$ cat src/rtl/lotto_bet_scorer.sv
// Lottery bet scorer: streams PICKS bet numbers, counts hits against the winning set, accumulates a saturating payout.
// Optional duplicate-number rejection is enabled by defining LOTTO_BET_DUP_EN.
module lotto_bet_scorer #(
   parameter  int NUM_W    = 5,
   parameter  int PICKS    = 4,
   parameter  int SUM_W    = 10,
   parameter  int PAY_BASE = 5,
   localparam int IW       = $clog2(PICKS),
   localparam int HW       = $clog2(PICKS + 1)
) (
   input  logic             clk,
   input  logic             reset,
   input  logic             win_we,
   input  logic [IW-1:0]    win_idx,
   input  logic [NUM_W-1:0] win_num,
   input  logic             num_valid,
   input  logic [NUM_W-1:0] num_in,
   output logic             num_ready,
   input  logic             rd_err,
   input  logic             clear,
   output logic [SUM_W-1:0] sum,
   output logic [HW-1:0]    hits,
   output logic             bet_done,
   output logic             bet_abort,
   output logic             sum_sat
);

   typedef enum logic [1:0] {IDLE, COLLECT, SCORE} state_t;

   // Elaboration-time geometric payout, clamped to the largest representable total.
   function automatic logic [SUM_W-1:0] pay_const(input int h);
      longint v;
      longint mx;
      mx = (longint'(1) << SUM_W) - 1;
      if (h == 0) return '0;
      v = 1;
      for (int k = 1; k < h; k++) begin
         v = v * PAY_BASE;
         if (v > mx) v = mx;
      end
      return v[SUM_W-1:0];
   endfunction

   // Returns {clamped, value}; the clamp flag is the carry out of the add.
   function automatic logic [SUM_W:0] sat_add(input logic [SUM_W-1:0] a,
                                              input logic [SUM_W-1:0] b);
      logic [SUM_W:0] s;
      s = {1'b0, a} + {1'b0, b};
      if (s[SUM_W]) return {1'b1, {SUM_W{1'b1}}};
      return s;
   endfunction

   state_t           state_q, state_d;
   logic [NUM_W-1:0] win_q [PICKS];
   logic [HW-1:0]    pos_q;
   logic [HW-1:0]    hit_q;
   logic [SUM_W-1:0] pay_tbl [PICKS+1];
   logic             accept;
   logic             num_hit;
   logic             last_num;
   logic [HW-1:0]    hit_inc;
   logic [SUM_W:0]   acc;
   logic             dup_q;

   for (genvar g = 0; g <= PICKS; g++) begin : g_pay
      assign pay_tbl[g] = pay_const(g);
   end

   always_comb begin
      num_hit = 1'b0;
      for (int i = 0; i < PICKS; i++)
         if (win_q[i] == num_in) num_hit = 1'b1;
   end

   assign accept   = num_valid & num_ready & ~rd_err;
   assign last_num = (pos_q == HW'(PICKS - 1));
   assign hit_inc  = {{(HW-1){1'b0}}, num_hit};
   assign acc      = sat_add(sum, pay_tbl[hit_q]);

`ifdef LOTTO_BET_DUP_EN
   logic [NUM_W-1:0] seen_q [PICKS];
   logic             dup_hit;

   always_comb begin
      dup_hit = 1'b0;
      for (int i = 0; i < PICKS; i++)
         if ((HW'(i) < pos_q) && (seen_q[i] == num_in)) dup_hit = 1'b1;
   end

   // The first number of a bet starts a fresh duplicate history.
   always_ff @(posedge clk or negedge reset) begin
      if (!reset) begin
         dup_q <= 1'b0;
         for (int i = 0; i < PICKS; i++) seen_q[i] <= '0;
      end else if (accept) begin
         seen_q[pos_q[IW-1:0]] <= num_in;
         dup_q <= (state_q == IDLE) ? 1'b0 : (dup_q | dup_hit);
      end
   end
`else
   assign dup_q = 1'b0;
`endif

   always_ff @(posedge clk or negedge reset) begin
      if (!reset) state_q <= IDLE;
      else        state_q <= state_d;
   end

   always_comb begin
      state_d = state_q;
      unique case (state_q)
         IDLE:    if (accept) state_d = COLLECT;
         COLLECT: begin
            if (rd_err)                  state_d = IDLE;
            else if (accept && last_num) state_d = SCORE;
         end
         SCORE:   state_d = IDLE;
         default: state_d = IDLE;
      endcase
   end

   always_comb begin
      num_ready = (state_q != SCORE);
   end

   always_ff @(posedge clk or negedge reset) begin
      if (!reset) begin
         for (int i = 0; i < PICKS; i++) win_q[i] <= '0;
         pos_q     <= '0;
         hit_q     <= '0;
         sum       <= '0;
         hits      <= '0;
         bet_done  <= 1'b0;
         bet_abort <= 1'b0;
         sum_sat   <= 1'b0;
      end else begin
         bet_done  <= 1'b0;
         bet_abort <= 1'b0;
         if (win_we && (state_q == IDLE) && (int'(win_idx) < PICKS))
            win_q[win_idx] <= win_num;

         unique case (state_q)
            IDLE: begin
               if (accept) begin
                  pos_q <= HW'(1);
                  hit_q <= hit_inc;
               end
            end
            COLLECT: begin
               if (rd_err) begin
                  pos_q     <= '0;
                  hit_q     <= '0;
                  bet_abort <= 1'b1;
               end else if (accept) begin
                  pos_q <= pos_q + HW'(1);
                  hit_q <= hit_q + hit_inc;
               end
            end
            SCORE: begin
               pos_q <= '0;
               hit_q <= '0;
               if (dup_q) begin
                  hits      <= '0;
                  bet_abort <= 1'b1;
               end else begin
                  hits     <= hit_q;
                  bet_done <= 1'b1;
               end
            end
            default: ;
         endcase

         // Clear wins over a same-cycle accumulation.
         if (clear) begin
            sum     <= '0;
            sum_sat <= 1'b0;
         end else if ((state_q == SCORE) && !dup_q) begin
            sum <= acc[SUM_W-1:0];
            if (acc[SUM_W]) sum_sat <= 1'b1;
         end
      end
   end

endmodule

$ cat config.mk
export PLATFORM = sky130hd
export DESIGN_NAME = lotto_bet_scorer
export DESIGN_NICKNAME = d
export VERILOG_FILES = /design/src/rtl/lotto_bet_scorer.sv
export SDC_FILE = /design/constraint.sdc
export NUM_CORES = 1
export LEC_CHECK = 0
export BUFFER_PORTS_ARGS = -buffer_cell sky130_fd_sc_hd__buf_2
export CORE_MARGIN = 8
export CORE_UTILIZATION = 61
export CTS_CLUSTER_DIAMETER = 200
export CTS_CLUSTER_SIZE = 10
export DETAILED_ROUTE_END_ITERATION = 8
export PLACE_DENSITY_LB_ADDON = 0.1
export SLEW_MARGIN = 20
export SYNTH_ARGS = -nofsm -noshare
export SYNTH_HDL_FRONTEND = slang
export SYNTH_SLANG_ARGS = --single-unit
$ cat constraint.sdc
create_clock -name clk -period 6.96 [get_ports clk]
set_input_delay 2.088 -clock clk [delete_from_list [all_inputs] [get_ports clk]]
set_output_delay 2.088 -clock clk [all_outputs]
set_load 0.02 [all_outputs]
[Yosys cells after proc, flatten, opt, wreduce, memory -nomap -nowiden]
Memories as Yosys holds them, arrays and structs flattened.
Cells that the tools add are included.
Widths: inputs -> output; s select.
Storage, ports and cells
  flip-flop bits (word level): 44
  bits in latches: 0
  RAM bits: 0
  bits in read-only memories: 80
  input bits: 18
  memories: 1
Operators by class
  add/sub/neg operators: 3
  multipliers: 0
  div/mod/pow operators: 0
  order comparisons: 3
  equal/unequal tests: 11
  shift operators: 0
  mux-type cells: 32
  bitwise gates (word level): 5
  reduce and logical (&&, ||, !) cells: 10
Memory list
  (no name shown): words 8, width 10, read ports 1, clocked after Yosys merged registers in 0, wr ports 0, line 78  | assign acc = sat_add(sum, pay_tbl[hit_q]);
Operator list (count)
  $mux 10: 4
  $mux 11: 2
  $bwmux 20: 1
  $eq 5x5->1: 4
  $mux 3: 6
  $pmux 3 s3: 2
  $add 10x10->11: 1
  $mux 1: 11
  $demux 5 s2: 1
  $mux 2: 3
  $ne 3x3->1 const B: 2
  $mux 5: 1
  $ge 4x4->1 const B: 1
  $ne 2x2->1 const B: 2
  $not 3->4: 1
  $pmux 2 s2: 1
  $reduce_and 2->1: 2
  $reduce_bool 2->1: 2
  $add 3x1->3: 1
  $add 3x1->3 const B: 1
  $eq 3x2->1 const B: 1
  $ge 3x3->1 const B: 1
  $logic_and 1x1->1: 3
  $lt 3x1->1 const B: 1
  8 further kinds: 9

[Logic depth before layout (Yosys ltp)]
  depth in word-level cells: 10
  mapped depth: 9
  depth with buffers taken out: 8

[Worst setup path before layout]
Ideal clock, no wire load.
  kind: input to register
  start point: in num_in[4]
  end point: reg hit_q[2]
  library setup time: 0.121 ns
  arrival time: 3.636 ns
  data required time: 6.839 ns
  setup slack: 3.203 ns
  cell stages on the path: 9
  path buffers: 1
  path through: buf_2 xnor2_1 nand3_1 nor3_1 or4_1 ha_1 ha_1 nor3b_1 a22o_1
Between the ends
  word-level cells in the longest chain between the ends: 9
RTL lines
  from (decl): line 17  | input logic [NUM_W-1:0] num_in,
  $eq 5x5->1: line 72  | if (win_q[i] == num_in) num_hit = 1'b1;
  $mux 1 (3 in series): line 72
  $mux 1 (*): line 72
  $add 3x1->3 (*): line 156  | hit_q <= hit_q + hit_inc;
  $mux 3 (*): line 154  | end else if (accept) begin
  $mux 3 (*): line 150  | if (rd_err) begin
  $pmux 3 s3 (*): line 142  | unique case (state_q)
  to (signal assigned): line 146  | hit_q <= hit_inc;
  to (signal assigned): line 156
  to (decl): line 56  | logic [HW-1:0] hit_q;
Mark *: on every way between the ends. The rest lies on a longest branch, timed or not. The select of a mux whose other input is x is not followed.
A chain may end at the register's enable or synchronous reset.

[Final worst setup path]
  start point: reg state_q[0]
  end point: out num_ready
Between the ends
  word-level cells in the longest chain between the ends: 1
RTL lines
  from (decl): line 53  | state_t state_q, state_d;
  from (signal assigned): line 106  | else state_q <= state_d;
  $ne 2x2->1: line 123  | num_ready = (state_q != SCORE);
  to (decl): line 18  | output logic num_ready,
Every way passes these cells.

==> impl_metrics.env <==
export IMPL_unrepaired_setup_endpoints_after_global_routing="no"
export IMPL_boundaryPins=35
export IMPL_critPathCaptureType="primary output"
export IMPL_die_height_um=79.0
export IMPL_min_path_type="reg2reg"
export IMPL_via_density=5.61
export IMPL_synth_area_mm2=0.00242
export IMPL_fraction_of_final_layout_cells_sized_beyond_drive_strength_1=0.267
export IMPL_synthesized_area_divided_by_synthesized_cell_count_um2=11.0
export IMPL_drtAntennaViolNets=0
export IMPL_finalHoldWorstSlack_ps=501
export IMPL_largest_net_degree_at_the_start_of_global_routing=45
export IMPL_yosysUniqueCellTypes=44
export IMPL_global_route_overflow_total=0
export IMPL_setup_violations=0
export IMPL_dr_total_vias=1711
export IMPL_fin_setup_tns_ps=0
export IMPL_synth_top_cells_by_area="dfrtp_1, mux2_2, ha_1, xnor2_1, xor2_1"
export IMPL_clock_tree_root_cell="clkbuf_8"
export IMPL_finish_cell_count_without_fillers=305
export IMPL_finalPower_uw=862
export IMPL_power_density_mw_per_mm2=313
export IMPL_post_synth_inst_count=219
export IMPL_total_routed_wirelength_mm=4.57
export IMPL_transition_at_the_pin_with_the_smallest_max_transition_slack_ps=723
export IMPL_crit_path_max_fanout=19
export IMPL_route_detailed_drc=0
export IMPL_layout_nets=287
export IMPL_placeableCoreArea_mm2=0.00391
export IMPL_status="finished, final reports clean"
export IMPL_report_final_slew_viol_count=0
export IMPL_drv_max_cap_violation_count=0
export IMPL_main_combinational_cell_family_by_area_after_synthesis="compound AO/OA/AOI/OAI gates"
export IMPL_fmax_mhz=260
export IMPL_worst_setup_path_start_kind="flop"
export IMPL_ff2ff_setup_slack_ps=4500
export IMPL_hold_buffers=0
export IMPL_maxSlewHeadroom=0.514
export IMPL_cts_max_level=2
export IMPL_floorplan_initialDensity=0.618
export IMPL_final_critical_path_setup_slack_ps=3110
export IMPL_fp_row_count=23
export IMPL_first_global_vias=1760
export IMPL_crit_required_ps=4870
export IMPL_ys_async_sr_fraction=1.00
export IMPL_area_fraction_in_and_or_nand_and_nor_cells_after_synthesis=0.109
export IMPL_chipWidth_um=79.0
export IMPL_clock_tree_buffer_depth=2
export IMPL_synth_largest_type_area_fraction=0.455
export IMPL_dieArea_mm2=0.00624
export IMPL_synthMuxAreaShare=0.112
export IMPL_drt_first_iter_violations=61
export IMPL_total_routing_usage_reported_by_global_routing=0.160
export IMPL_worst_case_vdd_ir_drop_mv=0.242
export IMPL_antenna_cells_inserted=0
export IMPL_fin_worst_skew_ps=10.3
export IMPL_synth_top_area_cell="dfrtp_1"
export IMPL_setup_slack_placement_ps=3100
export IMPL_report_final_hold_viol_count=0
export IMPL_timing_setup_critical_path_class="reg2out"
export IMPL_cts_inserted_buffers=5
export IMPL_dpl_hpwl_mm=3.43
export IMPL_clock_insertion_delay_worst_skew_ps=300
export IMPL_ys_warn_count=0
export IMPL_synth_enable_flop_cells=0
export IMPL_post_cts_repair_setup_buffers=0
export IMPL_synth_ff_latch_count=44
export IMPL_synthXorXnorAreaFrac=0.0905
export IMPL_wire_per_inst_um=15.0
export IMPL_grt_antenna_before_repair=0
export IMPL_cts_repair_resized=0
export IMPL_place_gp_congestion=0.790
export IMPL_compound_gate_fraction_of_synth_area=0.123
export IMPL_clock_slew_at_the_register_clock_pins_of_the_worst_setup_and_hold_paths_ps=80
export IMPL_min_period_over_period=0.553
export IMPL_place_inst=297
export IMPL_numClockSinks=44
export IMPL_syn2layout_area_growth_pct=13.6
export IMPL_leakage_power_nw=1.28
export IMPL_drt_pass1_iter_count=4
export IMPL_io_buffer_count=34
export IMPL_ys_flop_type="dfrtp_1"
export IMPL_syn_nets=252
export IMPL_critical_path_arrival_ps=1760
export IMPL_cts_tree="done"
export IMPL_post_route_min_period_ps=3850
export IMPL_grt_pass1_wl_mm=8.05
export IMPL_post_synth_fa_ha_maj_area_fraction=0.0776
export IMPL_synth_sequential_area_ratio=0.455
==> stage by stage <==
stage,cell area [um^2],utilization
4_1_cts,2750,0.702
3_3_place_gp,2620,0.669
5_1_grt,2750,0.702
2_1_floorplan,2420,-
6_report,2750,0.702
3_5_place_dp,2620,0.669
==> cell type report <==
| cell class | instances | area, um^2 |
|---|---|---|
| flip-flops and latches | 44 | 1100 |
| clock inverters | 1 | 30.0 |
| inverters | 13 | 48.8 |
| repair buffers | 34 | 173 |
| multi-input cells | 156 | 1240 |
| fillers | 324 | 1160 |
| clock buffers | 7 | 96.3 |
| well taps | 50 | 62.6 |
==> cell usage after synthesis, types with 3 or more instances <==
| master | number |
|---|---|
| nor2_1 | 15 |
| nand3_1 | 6 |
| nor3_1 | 4 |
| clkbuf_1 | 3 |
| a211oi_1 | 8 |
| inv_1 | 13 |
| nand2_1 | 7 |
| xnor2_1 | 16 |
| dfrtp_1 | 44 |
| o21ai_0 | 3 |
| ha_1 | 15 |
| mux2_1 | 6 |
| nand4_1 | 3 |
| nor2b_1 | 3 |
| mux2_2 | 18 |
| xor2_1 | 9 |
| o21ai_1 | 7 |
| a21oi_1 | 6 |
==> power breakdown <==
| part | internal, mW | switching (mW) |
|---|---|---|
| logic | 0.134 | 0.126 |
| clock network | 0.127 | 0.0867 |
| registers | 0.333 | 0.0551 |
| total | 0.594 | 0.268 |
==> cell usage in the layout, fill, tap and decap left out, types with 3 or more instances in the layout <==
cell      instances
nand3_1           6
dfrtp_1          44
a21oi_1           6
o21ai_0           3
nor3_1            4
nor2_1           15
a211oi_1          8
mux2_2           18
buf_2            33
clkbuf_8          7
inv_1            13
ha_1             15
o21ai_1           7
nor2b_1           3
xnor2_1          16
mux2_1            6
nand4_1           3
nand2_1           7
xor2_1            9
==> worst paths after layout <==
path                                  from  depth (start not counted)   endpoint
worst max-delay path            state_q[0]                          4  num_ready
worst min-delay path               sum_sat                          2    sum_sat
worst max register to register    hit_q[2]                          8     sum[5]
worst min register to register     sum_sat                          2    sum_sat
max in group asynchronous            reset                          1   pos_q[0]
min in group asynchronous            reset                          1     sum[7]
==> critical path: stages, from the launching register on <==
cell and delay, ps:
dfrtp_1 400, inv_1 110, ha_1 630, inv_1 140, buf_2 200
==> flip-flops by register name, indices dropped and copies added (netlist names), 2 cells and up <==
| signal | flops |
|---|---|
| state_q | 2 |
| hits | 3 |
| pos_q | 3 |
| hit_q | 3 |
| win_q | 20 |
| sum | 10 |
==> routing by layer <==
metal / global-route usage / up-vias / routed length [um]
met5: 0 / - / 0
met4: 0.0500 / 0 / 44
met3: 0.0474 / 6 / 201
met2: 0.267 / 29 / 2260
met1: 0.193 / 824 / 2060
li1: - / 852 / -
==> logic make-up after synthesis <==
group,after synthesis
xor+xnor,25
flops,44
compound gates,42
simple gates,50
mux,24
fa+ha+maj,15
buf+inv,19
Note: power is estimated with default switching activity, not from simulation.
